File: config.mk
export PLATFORM = sky130hd
export DESIGN_NAME = logic_op_pipe
export DESIGN_NICKNAME = d
export VERILOG_FILES = /design/src/rtl/logic_op_pipe.sv
export SDC_FILE = /design/constraint.sdc
export NUM_CORES = 1
export LEC_CHECK = 0
export ABC_CLOCK_PERIOD_IN_PS = 7960
export CAP_MARGIN = 40
export CORE_MARGIN = 5
export CORE_UTILIZATION = 54
export CTS_CLUSTER_DIAMETER = 200
export CTS_CLUSTER_SIZE = 25
export DETAILED_ROUTE_END_ITERATION = 6
export GPL_ROUTABILITY_DRIVEN = 0
export HOLD_SLACK_MARGIN = 0.1
export PLACE_DENSITY = 0.82
export SYNTH_ARGS = -nofsm -noshare
export SYNTH_HDL_FRONTEND = slang
export SYNTH_SLANG_ARGS = --single-unit
File: constraint.sdc
create_clock -name clk -period 7.96 [get_ports clk]
set_clock_uncertainty 0.15 [all_clocks]
set_input_delay 1.592 -clock clk [delete_from_list [all_inputs] [get_ports clk]]
set_output_delay 1.592 -clock clk [all_outputs]
set_load 0.01 [all_outputs]
File: src/rtl/logic_op_pipe.sv
`default_nettype none
// logic_op_pipe: two-stage issue/retire wrapper around the 32-bit AND/OR/XOR logic unit.
// Rev 1.0

module unit_L #(
  parameter int WIDTH = 32
) (
  input  logic             f1,
  input  logic             f0,
  input  logic [WIDTH-1:0] a,
  input  logic [WIDTH-1:0] b,
  output logic [WIDTH-1:0] y
);
  always_comb begin
    case ({f1, f0})
      2'b01:   y = a & b;
      2'b10:   y = a | b;
      2'b11:   y = a ^ b;
      default: y = '0;
    endcase
  end
endmodule

module logic_op_pipe #(
  parameter int WIDTH = 32,
  parameter int CNT_W = 16
) (
  input  logic             clk,
  input  logic             rst,
  input  logic             in_valid,
  output logic             in_ready,
  input  logic [1:0]       in_op,
  input  logic             in_use_acc,
  input  logic [WIDTH-1:0] in_a,
  input  logic [WIDTH-1:0] in_b,
  output logic             out_valid,
  input  logic             out_ready,
  output logic [WIDTH-1:0] out_result,
  output logic             out_zero,
  output logic             out_neg,
  output logic             out_parity,
  output logic             out_illegal,
  output logic [CNT_W-1:0] op_count
);

  logic             s1_valid;
  logic [1:0]       s1_op;
  logic             s1_use_acc;
  logic [WIDTH-1:0] s1_a;
  logic [WIDTH-1:0] s1_b;

  logic             s2_valid;
  logic [WIDTH-1:0] s2_result;
  logic             s2_zero;
  logic             s2_neg;
  logic             s2_parity;
  logic             s2_illegal;

  logic             s2_free;
  logic             s1_adv;
  logic             accept;
  logic             pop;
  logic [WIDTH-1:0] unit_a;
  logic [WIDTH-1:0] unit_y;

  assign s2_free  = !s2_valid || out_ready;
  assign s1_adv   = s1_valid && s2_free;
  assign in_ready = !s1_valid || s2_free;
  assign accept   = in_valid && in_ready;
  assign pop      = s2_valid && out_ready;

  // The stage-2 result register doubles as the accumulator; the preceding op
  // is always in stage 2 by the time a chained op leaves stage 1.
  assign unit_a = s1_use_acc ? s2_result : s1_a;

  unit_L #(.WIDTH(WIDTH)) u_unit (
    .f1 (s1_op[1]),
    .f0 (s1_op[0]),
    .a  (unit_a),
    .b  (s1_b),
    .y  (unit_y)
  );

  always_ff @(posedge clk or posedge rst) begin
    if (rst) begin
      s1_valid   <= 1'b0;
      s1_op      <= 2'b00;
      s1_use_acc <= 1'b0;
      s1_a       <= '0;
      s1_b       <= '0;
    end else begin
      if (accept) begin
        s1_valid   <= 1'b1;
        s1_op      <= in_op;
        s1_use_acc <= in_use_acc;
        s1_a       <= in_a;
        s1_b       <= in_b;
      end else if (s1_adv) begin
        s1_valid <= 1'b0;
      end
    end
  end

  always_ff @(posedge clk or posedge rst) begin
    if (rst) begin
      s2_valid   <= 1'b0;
      s2_result  <= '0;
      s2_zero    <= 1'b0;
      s2_neg     <= 1'b0;
      s2_parity  <= 1'b0;
      s2_illegal <= 1'b0;
    end else begin
      if (s1_adv) begin
        s2_valid   <= 1'b1;
        s2_result  <= unit_y;
        s2_zero    <= (unit_y == '0);
        s2_neg     <= unit_y[WIDTH-1];
        s2_parity  <= ^unit_y;
        s2_illegal <= (s1_op == 2'b00);
      end else if (pop) begin
        s2_valid <= 1'b0;
      end
    end
  end

  always_ff @(posedge clk or posedge rst) begin
    if (rst) begin
      op_count <= '0;
    end else if (pop) begin
      op_count <= op_count + CNT_W'(1);
    end
  end

  assign out_valid   = s2_valid;
  assign out_result  = s2_result;
  assign out_zero    = s2_zero;
  assign out_neg     = s2_neg;
  assign out_parity  = s2_parity;
  assign out_illegal = s2_illegal;

endmodule
`default_nettype wire

Word-level counts from Yosys, hierarchy flattened
Cells that the tools add are included.

Input port bits: 71. Register bits: 121.

Add/sub/neg operators: 1. Multiplexer cells: 6. Equal/unequal tests: 3. Bitwise operators: 3. Reductions and logical operators: 12.

Operators with widths (number): one-hot mux 32 bit (3 select lines) (1); AND 32 bit (1); zero test 32 bit (1); two-way mux 32 bit (1); bitwise OR 32 bit (1); XOR reduction 32 bit (1); bitwise XOR 32 bit (1); adder 16 x 1 -> 16 bit (second input constant) (1); == test 2 bit (second input constant) (2); two-way mux 1 bit (4); nonzero test 2 bit (2); logical AND 1 bit (3); == test 2 x 1 -> 1 bit (second input constant) (1); zero test 1 bit (2); zero test 2 bit (1); logical OR 1 bit (2).

Logic depth before layout (Yosys ltp)
Depth after elaboration: 5. Gate-level depth with buffers: 13.

Modules after synthesis
A second synthesis with hierarchy kept.

Cell total of the unflattened synthesis: 662. Area, all modules: 7379.6 um2.

By module, submodules not included: logic_op_pipe (area each 5475.3 um2, instances 1, sequential area each 3002.9 um2, cells each 423); unit_L (area each 1904.3 um2, instances 1, sequential area each 0.0 um2, cells each 239).

Worst setup path after synthesis
Ideal clock, no wire load.

Path kind: in2out. Start: input port out_ready. End: output port in_ready. Stages: 1. Buffers on the path: 0. Setup slack: 4372 ps. Data arrival time: 1846 ps. Path through: nand3b_2.

Cells in the longest elaborated chain, start to end: 2.

Ends and longest elaborated chain: start, declared (RTL line 37) `input logic out_ready,`; logical OR 1 bit (RTL line 66) `assign s2_free = !s2_valid || out_ready;`; logical OR 1 bit (RTL line 68) `assign in_ready = !s1_valid || s2_free;`; end, declared (RTL line 31) `output logic in_ready,`.

No other way between the ends.

Worst setup path after layout
Same ends and word-level chain as after synthesis.

==> out/metrics.yaml <==
outcome: "finished clean"
antenna_found_initial: 0
wl_per_cell_um: 17.95
regToRegStartpoint: "s1_op[0]$_DFFE_PP0P_"
antenna_cells: 0
drtAntennaViolNets: 0
mostFrequentLayoutCells: "clkdlybuf4s50_1, dfrtp_1, ha_1"
worstSetupStartpoint: "out_ready"
finalSetupTns_ns: 0
n_fill_cell: 937
cp_cell_sequence: "clkdlybuf4s50_1, nand3b_2, clkdlybuf4s50_1"
reg2reg_slack_ns: 4.35
cap_viol_max_count: 0
cp-endpoint: "in_ready"
yosysUniqueCellTypes: 33
synth_area_um2: 7049
fin_crit_ns: 4.618
port_buffers: 124
holdBufCountCts: 0
ios: 125
nNetsFinal: 904
max_slew_margin_pct: 45.21
cts_made_buffers: 17
tightest_slew_ns: 0.8218
hpwl_um: 11840
synth-warning-count: 0
drt_iter0_markers: 259
vias_per_cell: 5.482
slew_violations: 0
clk_latency_ns: 0.41
synthAdderAreaFrac_pct: 14.38
worstPathArrival_ns: 2.88
grt_use_total_pct: 22.48
start_kind: "primary input"
area_growth_pct: 26.55
critPathCaptureType: "primary output"
final_common_cell: "clkdlybuf4s50_1"
crit_type: "in2out"
grt_start_max_net_pins: 64
tritoncts: "built"
synthCells: 634
timing.final.crit_share_pct: 58.01
clock-root-buffer: "clkbuf_16"
synth_top_family_by_area: "multiplexers"
timing.rr.end: "out_parity$_DFFE_PP0P_"
cp_max_fo: 5
synth_xor_area_share_pct: 3.727
hold_viol_final: 0
cts.sinks: 120
dp_slack_ns: 3.355
vias: 5126
reg2reg_depth: 10
wirelength_um: 16780
ir_drop_mv: 0.1417
drtPass1Iterations: 7
fin_total_pwr_w: 0.002527
syn_nets: 786
slowest_stage: "clkdlybuf4s50_1"
ys_seq_elements: 120
core-area_um2: 12720
finalSetupViolCount: 0
ctsResizeCount: 0
die_y_um: 124.3
cts_max_path_buffers: 2
crit_top_cell: "clkdlybuf4s50_1"
grt_pass1_wl_um: 28190
grt_pass1_vias: 5613
hold_class: "reg2reg"
p_leak_nw: 4.374
synth_compound_area_share_pct: 7.739
cts_setup_buffers: 0
synth_simple_gate_area_share_pct: 6.230
die_w_um: 124.3
die-area_um2: 15440
yosysSeqAreaShare_pct: 42.60
start_util_pct: 55.41
cts.clk_slew.worst_paths_ns: 0.05
h-tree-depth: 4
globalRouteOverflowTotal: 0
avgSynthCellArea_um2: 11.12
fin_ws_ns: 3.342
fp-row-count: 41
layout-drive-gt1-share_pct: 14.55
grt_setup_unrepaired: "no"
worstPathRequired_ns: 6.22
timing.fmax_ghz: 0.2166
cpPeakStageDelay_ns: 0.55
route.detailed.drc: 0
synth.area.mux_share_pct: 18.14
power.density_nw_per_um2: 283.2
-- worst min-delay path by stage --
stage | from | to | slack [ns] | cells past startpoint
5_1_grt | s1_a[24]$_DFFE_PP0P_ | s1_a[24]$_DFFE_PP0P_ | 0.36 | 1
3_3_place_gp | op_count[15]$_DFFE_PP0P_ | op_count[15]$_DFFE_PP0P_ | 0.31 | 1
6_report | op_count[10]$_DFFE_PP0P_ | op_count[10]$_DFFE_PP0P_ | 0.34 | 1
4_1_cts | op_count[10]$_DFFE_PP0P_ | op_count[10]$_DFFE_PP0P_ | 0.34 | 1
2_1_floorplan | s1_a[25]$_DFFE_PP0P_ | s1_a[25]$_DFFE_PP0P_ | 0.33 | 1
3_5_place_dp | op_count[10]$_DFFE_PP0P_ | op_count[10]$_DFFE_PP0P_ | 0.33 | 1
-- synth_stat cells, drive strengths merged --
master	instances	area (um^2)
dfrtp	120	3003
ha	81	1013
inv	74	277.8
mux2	68	878.3
nand2	68	262.8
o21ai	58	290.3
mux2i	40	400.4
a22oi	32	240.2
buf	24	195.2
xnor2	23	201.4
clkbuf	9	33.78
nand4	7	50.05
xor2	7	61.31
nand3	6	35.03
nor2	6	27.52
nand2b	3	18.77
a21boi	1	7.510
and3	1	6.260
and4	1	8.760
nand3b	1	11.26
nor2b	1	6.260
nor3	1	5.000
o211ai	1	7.510
or4	1	7.510
-- final cells by class --
class / count / area [um^2] / share of cell area (%)
clock buffers: 26 / 489.2 / 5.484
clock inverters: 4 / 20.02 / 0.2244
inverters: 74 / 280.3 / 3.142
multi-input cells: 407 / 3545 / 39.73
flip-flops and latches: 120 / 3005 / 33.69
well taps: 172 / 215.2 / 2.412
repair buffers: 132 / 1366 / 15.32
-- stage by stage --
step                cells  cell area [um^2]  hold WS (ns)  util (%)
global placement      901              8317        0.3116     65.37
floorplan             634              7049        0.3286         -
CTS                   935              8921        0.3392     70.12
finish                935              8921        0.3384     70.12
global route          935              8921        0.3631     70.12
detailed placement    905              8412        0.3286     66.12
-- layer usage --
layer | vias up | GRT usage (%) | part of all wire (%)
li1 | 2377 | - | -
met1 | 2538 | 28.06 | 43
met2 | 172 | 37.12 | 50
met3 | 39 | 5.532 | 5.0
met4 | 0 | 9.736 | 2.8
met5 | - | 0 | 0
-- power breakdown --
| part | leakage, nW | switching (W) | internal, W |
|---|---|---|---|
| Combinational | 2.65 | 0.000477 | 0.000524 |
| Sequential | 1.47 | 0.000125 | 0.000731 |
| Clock | 0.254 | 0.000253 | 0.000416 |
| Total | 4.37 | 0.000856 | 0.00167 |
-- cell families after synthesis --
logic type / Yosys count
fa+ha+maj: 81
simple gates: 96
mux: 108
buf+inv: 107
compound gates: 92
flops: 120
xor+xnor: 30
-- sequential cells by signal, indices dropped and copies added, names as in the netlist --
signal / cells
op_count: 16
out_illegal: 1
out_parity: 1
out_result: 32
out_valid: 1
out_zero: 1
s1_a: 32
s1_b: 32
s1_op: 2
s1_use_acc: 1
s1_valid: 1
-- critical path: cells and delay by family --
| kind | cells | cell delay, ns |
|---|---|---|
| and+or+nand+nor | 1 | 0.19 |
| buffers and inverters | 2 | 1.08 |
Power figures use the tool's default switching activity.
